File: src/rtl/player_frame_controller.sv
// Frame-rate sequencer: samples buttons on frame_end, runs the title/play/pause/over
// state machine, and issues move/attack strobes with sword and cooldown timing.
module player_frame_controller #(
    parameter int MOVE_DIV        = 4,
    parameter int ATTACK_FRAMES   = 8,
    parameter int COOLDOWN_FRAMES = 16
) (
    input  logic       clk,
    input  logic       reset,
    input  logic       frame_end,
    input  logic       up,
    input  logic       down,
    input  logic       left,
    input  logic       right,
    input  logic       A,
    input  logic       B,
    input  logic       start,
    input  logic       select,
    input  logic [1:0] player_health,
    output logic [1:0] game_state,
    output logic       move_tick,
    output logic [3:0] move_dir,
    output logic [3:0] facing,
    output logic       attack_start,
    output logic       sword_active,
    output logic [3:0] sword_dir
);
    typedef enum logic [1:0] {
        ST_TITLE = 2'b00,
        ST_PLAY  = 2'b01,
        ST_PAUSE = 2'b10,
        ST_OVER  = 2'b11
    } state_t;

    localparam int MW = (MOVE_DIV > 1) ? $clog2(MOVE_DIV) : 1;
    localparam logic [MW-1:0] MOVE_LAST = MW'(MOVE_DIV - 1);
    localparam logic [4:0] ATK_LEN = 5'(ATTACK_FRAMES);
    localparam logic [4:0] CD_LEN  = 5'(COOLDOWN_FRAMES);

    state_t        state_q, state_d;
    logic [MW-1:0] move_cnt_q, move_cnt_d;
    logic [4:0]    atk_cnt_q, atk_cnt_d;
    logic [4:0]    cd_cnt_q, cd_cnt_d;
    logic          prev_start_q, prev_start_d;
    logic          prev_select_q, prev_select_d;
    logic          prev_atk_q, prev_atk_d;
    logic          move_tick_q, move_tick_d;
    logic [3:0]    move_dir_q, move_dir_d;
    logic [3:0]    facing_q, facing_d;
    logic          attack_start_q, attack_start_d;
    logic          sword_active_q, sword_active_d;
    logic [3:0]    sword_dir_q, sword_dir_d;

    logic       start_edge, select_edge, atk_edge;
    logic [3:0] dir_now;

    // Opposing buttons cancel their axis; survivors resolve up > down > left > right.
    function automatic logic [3:0] decode_dir(input logic u, input logic d,
                                              input logic l, input logic r);
        logic [3:0] res;
        res = 4'b0000;
        if (u && !d)      res = 4'b1000;
        else if (d && !u) res = 4'b0100;
        else if (l && !r) res = 4'b0010;
        else if (r && !l) res = 4'b0001;
        return res;
    endfunction

    assign dir_now     = decode_dir(up, down, left, right);
    assign start_edge  = start & ~prev_start_q;
    assign select_edge = select & ~prev_select_q;
    assign atk_edge    = (A | B) & ~prev_atk_q;

    always_comb begin
        state_d        = state_q;
        move_cnt_d     = move_cnt_q;
        atk_cnt_d      = atk_cnt_q;
        cd_cnt_d       = cd_cnt_q;
        prev_start_d   = prev_start_q;
        prev_select_d  = prev_select_q;
        prev_atk_d     = prev_atk_q;
        move_tick_d    = 1'b0;
        move_dir_d     = move_dir_q;
        facing_d       = facing_q;
        attack_start_d = 1'b0;
        sword_active_d = sword_active_q;
        sword_dir_d    = sword_dir_q;

        if (frame_end) begin
            prev_start_d  = start;
            prev_select_d = select;
            prev_atk_d    = A | B;
            move_dir_d    = dir_now;
            if (dir_now != 4'b0000) facing_d = dir_now;

            unique case (state_q)
                ST_TITLE: begin
                    if (start_edge) begin
                        state_d        = ST_PLAY;
                        move_cnt_d     = '0;
                        atk_cnt_d      = '0;
                        cd_cnt_d       = '0;
                        sword_active_d = 1'b0;
                    end
                end
                ST_PLAY: begin
                    if (player_health == 2'b00) begin
                        state_d        = ST_OVER;
                        move_cnt_d     = '0;
                        atk_cnt_d      = '0;
                        cd_cnt_d       = '0;
                        sword_active_d = 1'b0;
                    end else if (start_edge) begin
                        state_d = ST_PAUSE;
                    end else begin
                        if (move_cnt_q == MOVE_LAST) begin
                            move_cnt_d  = '0;
                            move_tick_d = (dir_now != 4'b0000);
                        end else begin
                            move_cnt_d = move_cnt_q + MW'(1);
                        end
                        // Sword window, then cooldown; edges arriving in either are dropped.
                        if (sword_active_q) begin
                            if (atk_cnt_q <= 5'd1) begin
                                sword_active_d = 1'b0;
                                atk_cnt_d      = '0;
                                cd_cnt_d       = CD_LEN;
                            end else begin
                                atk_cnt_d = atk_cnt_q - 5'd1;
                            end
                        end else if (cd_cnt_q != 5'd0) begin
                            cd_cnt_d = cd_cnt_q - 5'd1;
                        end else if (atk_edge) begin
                            attack_start_d = 1'b1;
                            sword_active_d = 1'b1;
                            atk_cnt_d      = ATK_LEN;
                            sword_dir_d    = facing_d;
                        end
                    end
                end
                ST_PAUSE: begin
                    if (select_edge) begin
                        state_d        = ST_TITLE;
                        move_cnt_d     = '0;
                        atk_cnt_d      = '0;
                        cd_cnt_d       = '0;
                        sword_active_d = 1'b0;
                    end else if (start_edge) begin
                        state_d = ST_PLAY;
                    end
                end
                ST_OVER: begin
                    if (start_edge) begin
                        state_d        = ST_TITLE;
                        move_cnt_d     = '0;
                        atk_cnt_d      = '0;
                        cd_cnt_d       = '0;
                        sword_active_d = 1'b0;
                    end
                end
                default: state_d = ST_TITLE;
            endcase
        end
    end

    always_ff @(posedge clk or posedge reset) begin
        if (reset) begin
            state_q        <= ST_TITLE;
            move_cnt_q     <= '0;
            atk_cnt_q      <= '0;
            cd_cnt_q       <= '0;
            prev_start_q   <= 1'b0;
            prev_select_q  <= 1'b0;
            prev_atk_q     <= 1'b0;
            move_tick_q    <= 1'b0;
            move_dir_q     <= 4'b0000;
            facing_q       <= 4'b0100;
            attack_start_q <= 1'b0;
            sword_active_q <= 1'b0;
            sword_dir_q    <= 4'b0100;
        end else begin
            state_q        <= state_d;
            move_cnt_q     <= move_cnt_d;
            atk_cnt_q      <= atk_cnt_d;
            cd_cnt_q       <= cd_cnt_d;
            prev_start_q   <= prev_start_d;
            prev_select_q  <= prev_select_d;
            prev_atk_q     <= prev_atk_d;
            move_tick_q    <= move_tick_d;
            move_dir_q     <= move_dir_d;
            facing_q       <= facing_d;
            attack_start_q <= attack_start_d;
            sword_active_q <= sword_active_d;
            sword_dir_q    <= sword_dir_d;
        end
    end

    assign game_state   = state_q;
    assign move_tick    = move_tick_q;
    assign move_dir     = move_dir_q;
    assign facing       = facing_q;
    assign attack_start = attack_start_q;
    assign sword_active = sword_active_q;
    assign sword_dir    = sword_dir_q;
endmodule

File: config.mk
export PLATFORM = sky130hd
export DESIGN_NAME = player_frame_controller
export DESIGN_NICKNAME = d
export VERILOG_FILES = /design/src/rtl/player_frame_controller.sv
export SDC_FILE = /design/constraint.sdc
export NUM_CORES = 1
export LEC_CHECK = 0
export ABC_CLOCK_PERIOD_IN_PS = 6900
export CORE_MARGIN = 1
export CORE_UTILIZATION = 56
export DETAILED_ROUTE_END_ITERATION = 6
export GPL_TIMING_DRIVEN = 0
export PLACE_DENSITY = 0.84
export SLEW_MARGIN = 20
export SYNTH_ARGS = -nofsm -noshare
export SYNTH_HDL_FRONTEND = slang
export SYNTH_SLANG_ARGS = --single-unit
File: constraint.sdc
create_clock -name clk -period 6.9 [get_ports clk]
set_input_delay 0.69 -clock clk [delete_from_list [all_inputs] [get_ports clk]]
set_output_delay 0.69 -clock clk [all_outputs]
set_load 0.03 [all_outputs]
After elaboration in Yosys (flattened, before gate mapping)

Index checks and enable logic that the tools add are counted.

$add $sub $neg: 3
Order comparisons: 1
Equality and inequality tests: 13
Muxes and demuxes: 50
Bitwise operators: 11
Reductions and logical operators: 18

Operators by type and width:

| operator                                            | count |
|---|---|
| two-way mux 5 bit                                   | 13 |
| one-hot mux 5 bit (3 select lines)                  | 2 |
| two-way mux 2 bit                                   | 10 |
| two-way mux 1 bit                                   | 19 |
| != test 4 bit, second input constant                | 4 |
| AND reduction 6 bit                                 | 2 |
| subtractor 5 x 1 -> 5 bit, second input constant    | 2 |
| two-way mux 4 bit                                   | 2 |
| one-hot mux 2 bit (4 select lines)                  | 1 |
| inverter 1 bit                                      | 7 |
| AND reduction 7 bit                                 | 1 |
| equality test 2 bit, second input constant          | 3 |
| != test 3 bit, second input constant                | 2 |
| one-hot mux 2 bit (3 select lines)                  | 1 |
| <= comparator 5 x 1 -> 1 bit, second input constant | 1 |
| nonzero test 5 bit                                  | 1 |
| logical AND 1 bit                                   | 4 |
| zero test 1 bit                                     | 4 |
| zero test 2 bit                                     | 2 |
| != test 2 bit, second input constant                | 2 |
| AND reduction 4 bit                                 | 1 |
| nonzero test 4 bit                                  | 1 |
| bitwise AND 1 bit                                   | 3 |
| two-way mux 3 bit                                   | 1 |
| 7 further kinds                                     | 7 |

Flip-flop bits (word level): 32
Bits of input ports: 13

Longest topological paths before layout

Gate-level depths: netlist of the first run.

Depth after elaboration: 12
Mapped depth: 8
Depth with buffers taken out: 7

Worst setup path before layout of the first run

OpenSTA, ideal clock, no wires.

Path type: register to register
Start: reg cd_cnt_q[0]
End: reg sword_dir_q[3] (netlist: sword_dir[3])
Library setup time: 119 ps
Arrival: 2213 ps
Data required time: 6781 ps
Path slack: 4568 ps
Stages on the path, launching flop included: 9
Path buffers: 1
Period minus slack after synthesis: 2332 ps
Cells stage by stage: dfrtp_1 -> inv_1 -> ha_1 -> or4b_4 -> or3_4 -> or4b_4 -> buf_6 -> nand2_1 -> o21ai_2

Longest elaborated chain between the ends: 3

RTL lines:

| element                       | line | RTL |
|---|---|---|
| from (decl)                   | 43   | `logic [4:0] cd_cnt_q, cd_cnt_d;` |
| from (signal assigned)        | 185  | `cd_cnt_q <= cd_cnt_d;` |
| nonzero test 5 bit            | 131  | `end else if (cd_cnt_q != 5'd0) begin` |
| inverter 1 bit (no line)      | n/a  |  |
| AND reduction 7 bit (no line) | n/a  |  |
| to (signal assigned)          | 194  | `sword_dir_q <= sword_dir_d;` |
| to (decl)                     | 52   | `logic [3:0] sword_dir_q, sword_dir_d;` |

No other way between the ends.
A chain may end at the register's enable or synchronous reset.

Worst setup path in the final report of the first run

Start: in player_health[0]
End: reg cd_cnt_q[1]

Longest elaborated chain between the ends: 3

RTL lines:

| element                                                                             | line | RTL |
|---|---|---|
| from (decl)                                                                         | 19   | `input logic [1:0] player_health,` |
| zero test 2 bit *                                                                   | 107  | `if (player_health == 2'b00) begin` |
| != test 4 bit (no line), or another cell as far along                               | n/a  |  |
| AND reduction 6 bit (no line) or one-hot mux 5 bit (3 select lines) (tied branches) | n/a  |  |

Mark *: on every way between the ends. The rest lies on a longest branch, timed or not.

==> out/metrics.cfg, run 1 <==
[run_status]
outcome=complete, no violations

[global_routing]
grt_pass1_wl_microns=6403
grt_overflow=0
track_usage_pct=25.26
grt_max_degree=33
antenna_found_initial=0
grt_pass1_vias=1457

[synthesis]
yosys_warnings=0
ys_ff_latch=32
synth_area_leader_cell=dfrtp_1
synth-edff-count=0
synth_top_area_share_pct=42.43
synthArstFlopShare_pct=100.0
synth_ff_type=dfrtp_1
synthesis.instances=183
seq_area_frac_synth_pct=45.40
synth_nets=207
netlist_area_sq_mm=0.001769
avgSynthCellArea_sq_um=9.668
synth_cell_type_count=39
synth_area_leaders=dfrtp_1, ha_1, o21ai_0

[detailed_routing]
wl_per_cell_microns=14.21
first_iter_violations=65
antenna_left=0
drc=0
first_pass_iters=4
vias=1466
drt-total-wl_microns=3737
vias_per_cell=5.574

[worst_hold_path]
worst_hold_path_type=register to register
min_from=sword_dir[2]

[placed_design]
gp_congestion=0.8799
portBuffers=28
place_inst=255
place_ws_ns=3.884
postPlaceCellArea_sq_mm=0.002105
hpwl_microns=2833

[clock_network]
root_buffer=clkbuf_4
clockBufferDepth=2
cts-resized-gates=0
post_cts_buffers=0
clkLatencyLatePin_ns=0.33
cts_made_buffers=5
hold_buffers=0
clkSlewWorstSetupHoldPaths_ns=0.10
cts_tree=done
clkSinkCount=32
h-tree-depth=2

[sta]
fin_skew_ns=0.008541
setup_tns_ns=0
tightest_slew_ns=0.6564
relSlewSlack_pct=55.63
holdWs_ns=0.4783
hold_violations=0
final_max_slew_viol_count=0
fin_ws_ns=4.223
post-route-min-period_ns=2.677
rsz0062_at_grt=false
fmax_mhz=373.6
final-setup-viol-count=0
min_period_over_period_pct=38.79

[setup_path]
path_class=primary input to register
cp-startpoint=player_health[0]
path_delay_family=compound AO/OA/AOI/OAI gates
critPathMaxFanout=5
max_stage_delay_ns=0.51
start_kind=primary input
worst_setup_path_end_kind=register
cp_slowest_cell=o21ai_0
crit_required_ns=7.12
arrival_ns=2.90
crit_chain=clkdlybuf4s50_1 > o21ai_0 > nor2_1 > a311o_1 > or2_2 > mux2_2
critPathBufInv=1
reg2reg_from=cd_cnt_q[0]

[finish]
final_cell_mix=dfrtp_1, clkdlybuf4s50_1, nand2_1
drive_gt1_share_pct=13.70
fin_nets=242
final_util_pct=71.45
design_area_sq_mm=0.002163
finalNonFillerCells=263
mostFrequentLayoutCell=dfrtp_1
syn_to_final_growth_pct=22.28
diodes=0

[power_and_ir_drop]
ir_worst_vdd_mv=0.1628
fin_total_pwr_uw=627.6
p_leak_nw=0.9590
cellPowerDensity_mw_per_mm2=290.1

[floorplan]
die_h_microns=58.21
dieWidth_microns=58.21
core_area_sq_mm=0.003028
rows=20
pin_count=30
initial_utilization_pct=58.43
die_area_sq_mm=0.003388

[job]
drv_cap=0

power breakdown:
part | switching (mW) | total [mW] | internal [mW]
Sequential | 0.0297 | 0.254 | 0.224
Combinational | 0.148 | 0.261 | 0.114
Clock | 0.0625 | 0.113 | 0.0502
Total | 0.240 | 0.628 | 0.388
synthesized netlist by cell type, drive strengths merged (2+ instances only):
cell / number
o22a: 2
ha: 11
nor2b: 4
or2: 3
mux2i: 2
dfstp: 2
nor3: 5
nand2b: 4
or3: 4
mux2: 8
nor2: 15
a21oi: 8
nand3: 2
nor4b: 2
nand2: 19
o21ai: 22
a211o: 2
dfrtp: 30
or4b: 2
inv: 15
o31ai: 5
clkbuf: 4
cell families (layout without fill, tap and decap cells):
family                     count (synthesis)  count (layout)  synth area share (%)
DFF                                       32              32                 45.40
buffers and inverters                     20              56                 4.667
adders and majority gates                 11              11                 7.779
AOI/OAI and AO/OA                         48              48                 17.89
and+or+nand+nor                           62              62                 18.03
muxes                                     10              10                 6.224
worst min-delay path, delay by kind of cell, from the launching register on:
family | cells | cell delay, ns
simple gates | 1 | 0.06
flops | 1 | 0.38
compound gates | 1 | 0.05
sequential cells by signal, summed over array words and instances, names as in the netlist:
name and flops:
atk_cnt_q 5, sword_dir 4, move_dir 4, attack_start 1, prev_start_q 1, prev_select_q 1
move_cnt_q 2, cd_cnt_q 5, facing 4, prev_atk_q 1, game_state 2, sword_active 1
move_tick 1
per-layer routing:
layer | GRT usage, % | share of wire, % | vias to the layer above
li1 | - | - | 711
met3 | 7.813 | 5.6 | 6
met4 | 10.20 | 1.7 | 0
met2 | 42.36 | 50 | 53
met5 | 0 | 0 | -
met1 | 30.23 | 43 | 696
area by class of cell:
cell class | count | area, sq um
Sequential cell | 32 | 803.3
Buffer | 5 | 26.28
Fill cell | 231 | 864.6
Multi-Input combinational cell | 131 | 883.3
Clock buffer | 8 | 58.81
Inverter | 15 | 56.30
Tap cell | 44 | 55.05
Timing Repair Buffer | 28 | 280.3
path summary, 6_finish.rpt:
path / cells after the start / to / slack, ns
max in group asynchronous: 2 / move_dir[0] / 5.71
max: 6 / cd_cnt_q[1] / 4.22
max reg2reg: 8 / sword_dir[3] / 4.42
min: 2 / sword_dir[2] / 0.48
min reg2reg: 2 / sword_dir[2] / 0.48
min in group asynchronous: 2 / sword_dir[3] / 0.76
No activity file was read; power rests on OpenSTA's default activity.
==> run 2: changes to the inputs <==
--- a/config.mk
+++ b/config.mk
@@ -5,12 +5,12 @@
 export SDC_FILE = /design/constraint.sdc
 export NUM_CORES = 1
 export LEC_CHECK = 0
-export ABC_CLOCK_PERIOD_IN_PS = 6900
+export ABC_CLOCK_PERIOD_IN_PS = 2420
 export CORE_MARGIN = 1
-export CORE_UTILIZATION = 56
+export CORE_UTILIZATION = 47
 export DETAILED_ROUTE_END_ITERATION = 6
 export GPL_TIMING_DRIVEN = 0
-export PLACE_DENSITY = 0.84
+export PLACE_DENSITY = 0.75
 export SLEW_MARGIN = 20
 export SYNTH_ARGS = -nofsm -noshare
 export SYNTH_HDL_FRONTEND = slang
==> constraint.sdc (replaced) <==
create_clock -name clk -period 2.42 [get_ports clk]
set_input_delay 0.242 -clock clk [delete_from_list [all_inputs] [get_ports clk]]
set_output_delay 0.242 -clock clk [all_outputs]
set_load 0.03 [all_outputs]
==> run 2 against run 1 <==
Clock skew is 0.0014 ns higher. Die area is 18% higher. Routed wire length is 2.5% higher. Hold slack worse by 0.11 ns. Via count stayed put. Count of clock-buffer cells in the layout is 1 lower. Final cell count is 1.9% higher. Core utilization is 6.0 points lower. Sequential power grew to 2.8 times the previous value. Global-route usage is 4.2 points lower. First-iteration DRC count is 45% higher. Final area is 4.9% higher.
==> out/metrics.cfg, run 2 (synthesis results as in run 1) <==
[floorplan]
dieWidth_microns=63.36
rows=21
die_h_microns=63.36
pin_count=30
core_area_sq_mm=0.003468
die_area_sq_mm=0.004014
initial_utilization_pct=51.01

[detailed_routing]
vias=1466
drc=0
drt-total-wl_microns=3831
antenna_left=0
wl_per_cell_microns=14.29
vias_per_cell=5.470
first_iter_violations=94
first_pass_iters=4

[clock_network]
cts_made_buffers=5
clockBufferDepth=2
clkLatencyLatePin_ns=0.29
root_buffer=clkbuf_8
clkSlewWorstSetupHoldPaths_ns=0.07
clkSinkCount=32
h-tree-depth=2
hold_buffers=0
cts_tree=done

[power_and_ir_drop]
combPwrFrac_pct=38.3
ir_worst_vdd_mv=0.5594
p_clk_share_pct=27.1
cellPowerDensity_mw_per_mm2=920.3
intPower_mw=1.362
p_leak_nw=1.007
power.switching_uw=725.5
seq_power_share_pct=34.6
swShare_pct=34.75

[setup_path]
start_kind=register
crit_required_ns=2.60
timing.rr.end=sword_dir[1]
critPathMaxFanout=9
arrival_ns=2.52
path_class=register to register
reg2reg_depth=8
worst_setup_path_end_kind=register
r2r_slack_ns=0.07
reg2reg_from=cd_cnt_q[1]

[sta]
final-setup-viol-count=0
tightest_slew_ns=0.6542
fin_skew_ns=0.009954
holdWs_ns=0.3644
fmax_mhz=426.0
min_period_over_period_pct=97.01
fin_ws_ns=0.07242
setup_tns_ns=0
hold_violations=0
final_max_slew_viol_count=0
relSlewSlack_pct=56.32
post-route-min-period_ns=2.348
rsz0062_at_grt=false

[job]
drv_cap=0

[finish]
design_area_sq_mm=0.002268
final_util_pct=65.40
final_cell_mix=dfrtp_1, clkdlybuf4s50_1, nand2_1
drive_gt1_share_pct=17.12
mostFrequentLayoutCell=dfrtp_1
syn_to_final_growth_pct=28.22
top_regs=atk_cnt_q x5, cd_cnt_q x5
diodes=0
fin_nets=245

[placed_design]
place_ws_ns=-0.1015
postPlaceCellArea_sq_mm=0.002107
gp_congestion=0.8555
portBuffers=28
hpwl_microns=2802

[global_routing]
grt_pass1_vias=1469
track_usage_pct=21.04
grt_pass1_wl_microns=6589
grt_max_degree=33
grt_overflow=0
antenna_found_initial=0

[worst_hold_path]
worst_hold_path_type=primary input to asynchronous set/reset pin

[run_status]
outcome=complete, no violations

run 2: cell count changes in the layout (fill, tap and decap cells not counted), sizes merged:
cell    delta
buf        +3
bufinv     +1
clkbuf     -1
run 2: power by group through the flow:
stage,Combinational (mW),Clock [mW],Sequential (mW)
detailed placement,0.739,0,0.732
global placement,0.711,0,0.724
global route,0.878,0.601,0.735
CTS,0.759,0.576,0.721
floorplan,0.425,0,0.811
finish,0.800,0.565,0.722
run 2: repair_timing:
item                                    in CTS  in global routing
endpoints found under the hold margin        0                  0
setup buffers                                1                  2
gates resized for setup                      1                  3
pin swaps                                    0                  1
endpoints found under the setup margin       3                  4
run 2: cell type report:
class                           instances  area [sq um]
Timing Repair Buffer                   31         302.8
Tap cell                               46         57.56
Multi-Input combinational cell        131         895.9
Sequential cell                        32         803.3
Fill cell                             290          1200
Buffer                                  5         26.28
Clock buffer                            7         96.34
Clock inverter                          1         30.03
Inverter                               15         56.30
run 2: worst max-delay path: stages (launching register included):
cell and delay, ns:
dfrtp_1 0.39, inv_2 0.07, ha_4 0.14, or4b_4 0.47, or3_4 0.36, or4b_4 0.52
buf_6 0.16, nand2_1 0.07, o21ai_2 0.05
run 2: how the worst max path moves through the flow:
stage	from	cells past startpoint	endpoint
CTS	cd_cnt_q[1]	8	sword_dir[1]
global route	game_state[1]	7	cd_cnt_q[1]
floorplan	cd_cnt_q[0]	8	sword_dir[3]
detailed placement	player_health[1]	6	cd_cnt_q[1]
global placement	player_health[1]	6	cd_cnt_q[1]
finish	cd_cnt_q[1]	8	sword_dir[1]
run 2: stage by stage:
stage	cells	power [mW]
2_1_floorplan	183	1.236
3_3_place_gp	257	1.434
3_5_place_dp	257	1.472
4_1_cts	266	2.056
5_1_grt	268	2.214
6_report	268	2.088
run 2: layer usage:
metal | global-route usage (%) | up-vias | part of all wire [%]
met5 | 0 | - | 0
met4 | 6.818 | 0 | 1.7
met3 | 5.616 | 8 | 4.5
met2 | 34.31 | 40 | 48
met1 | 26.95 | 698 | 46
li1 | - | 720 | -
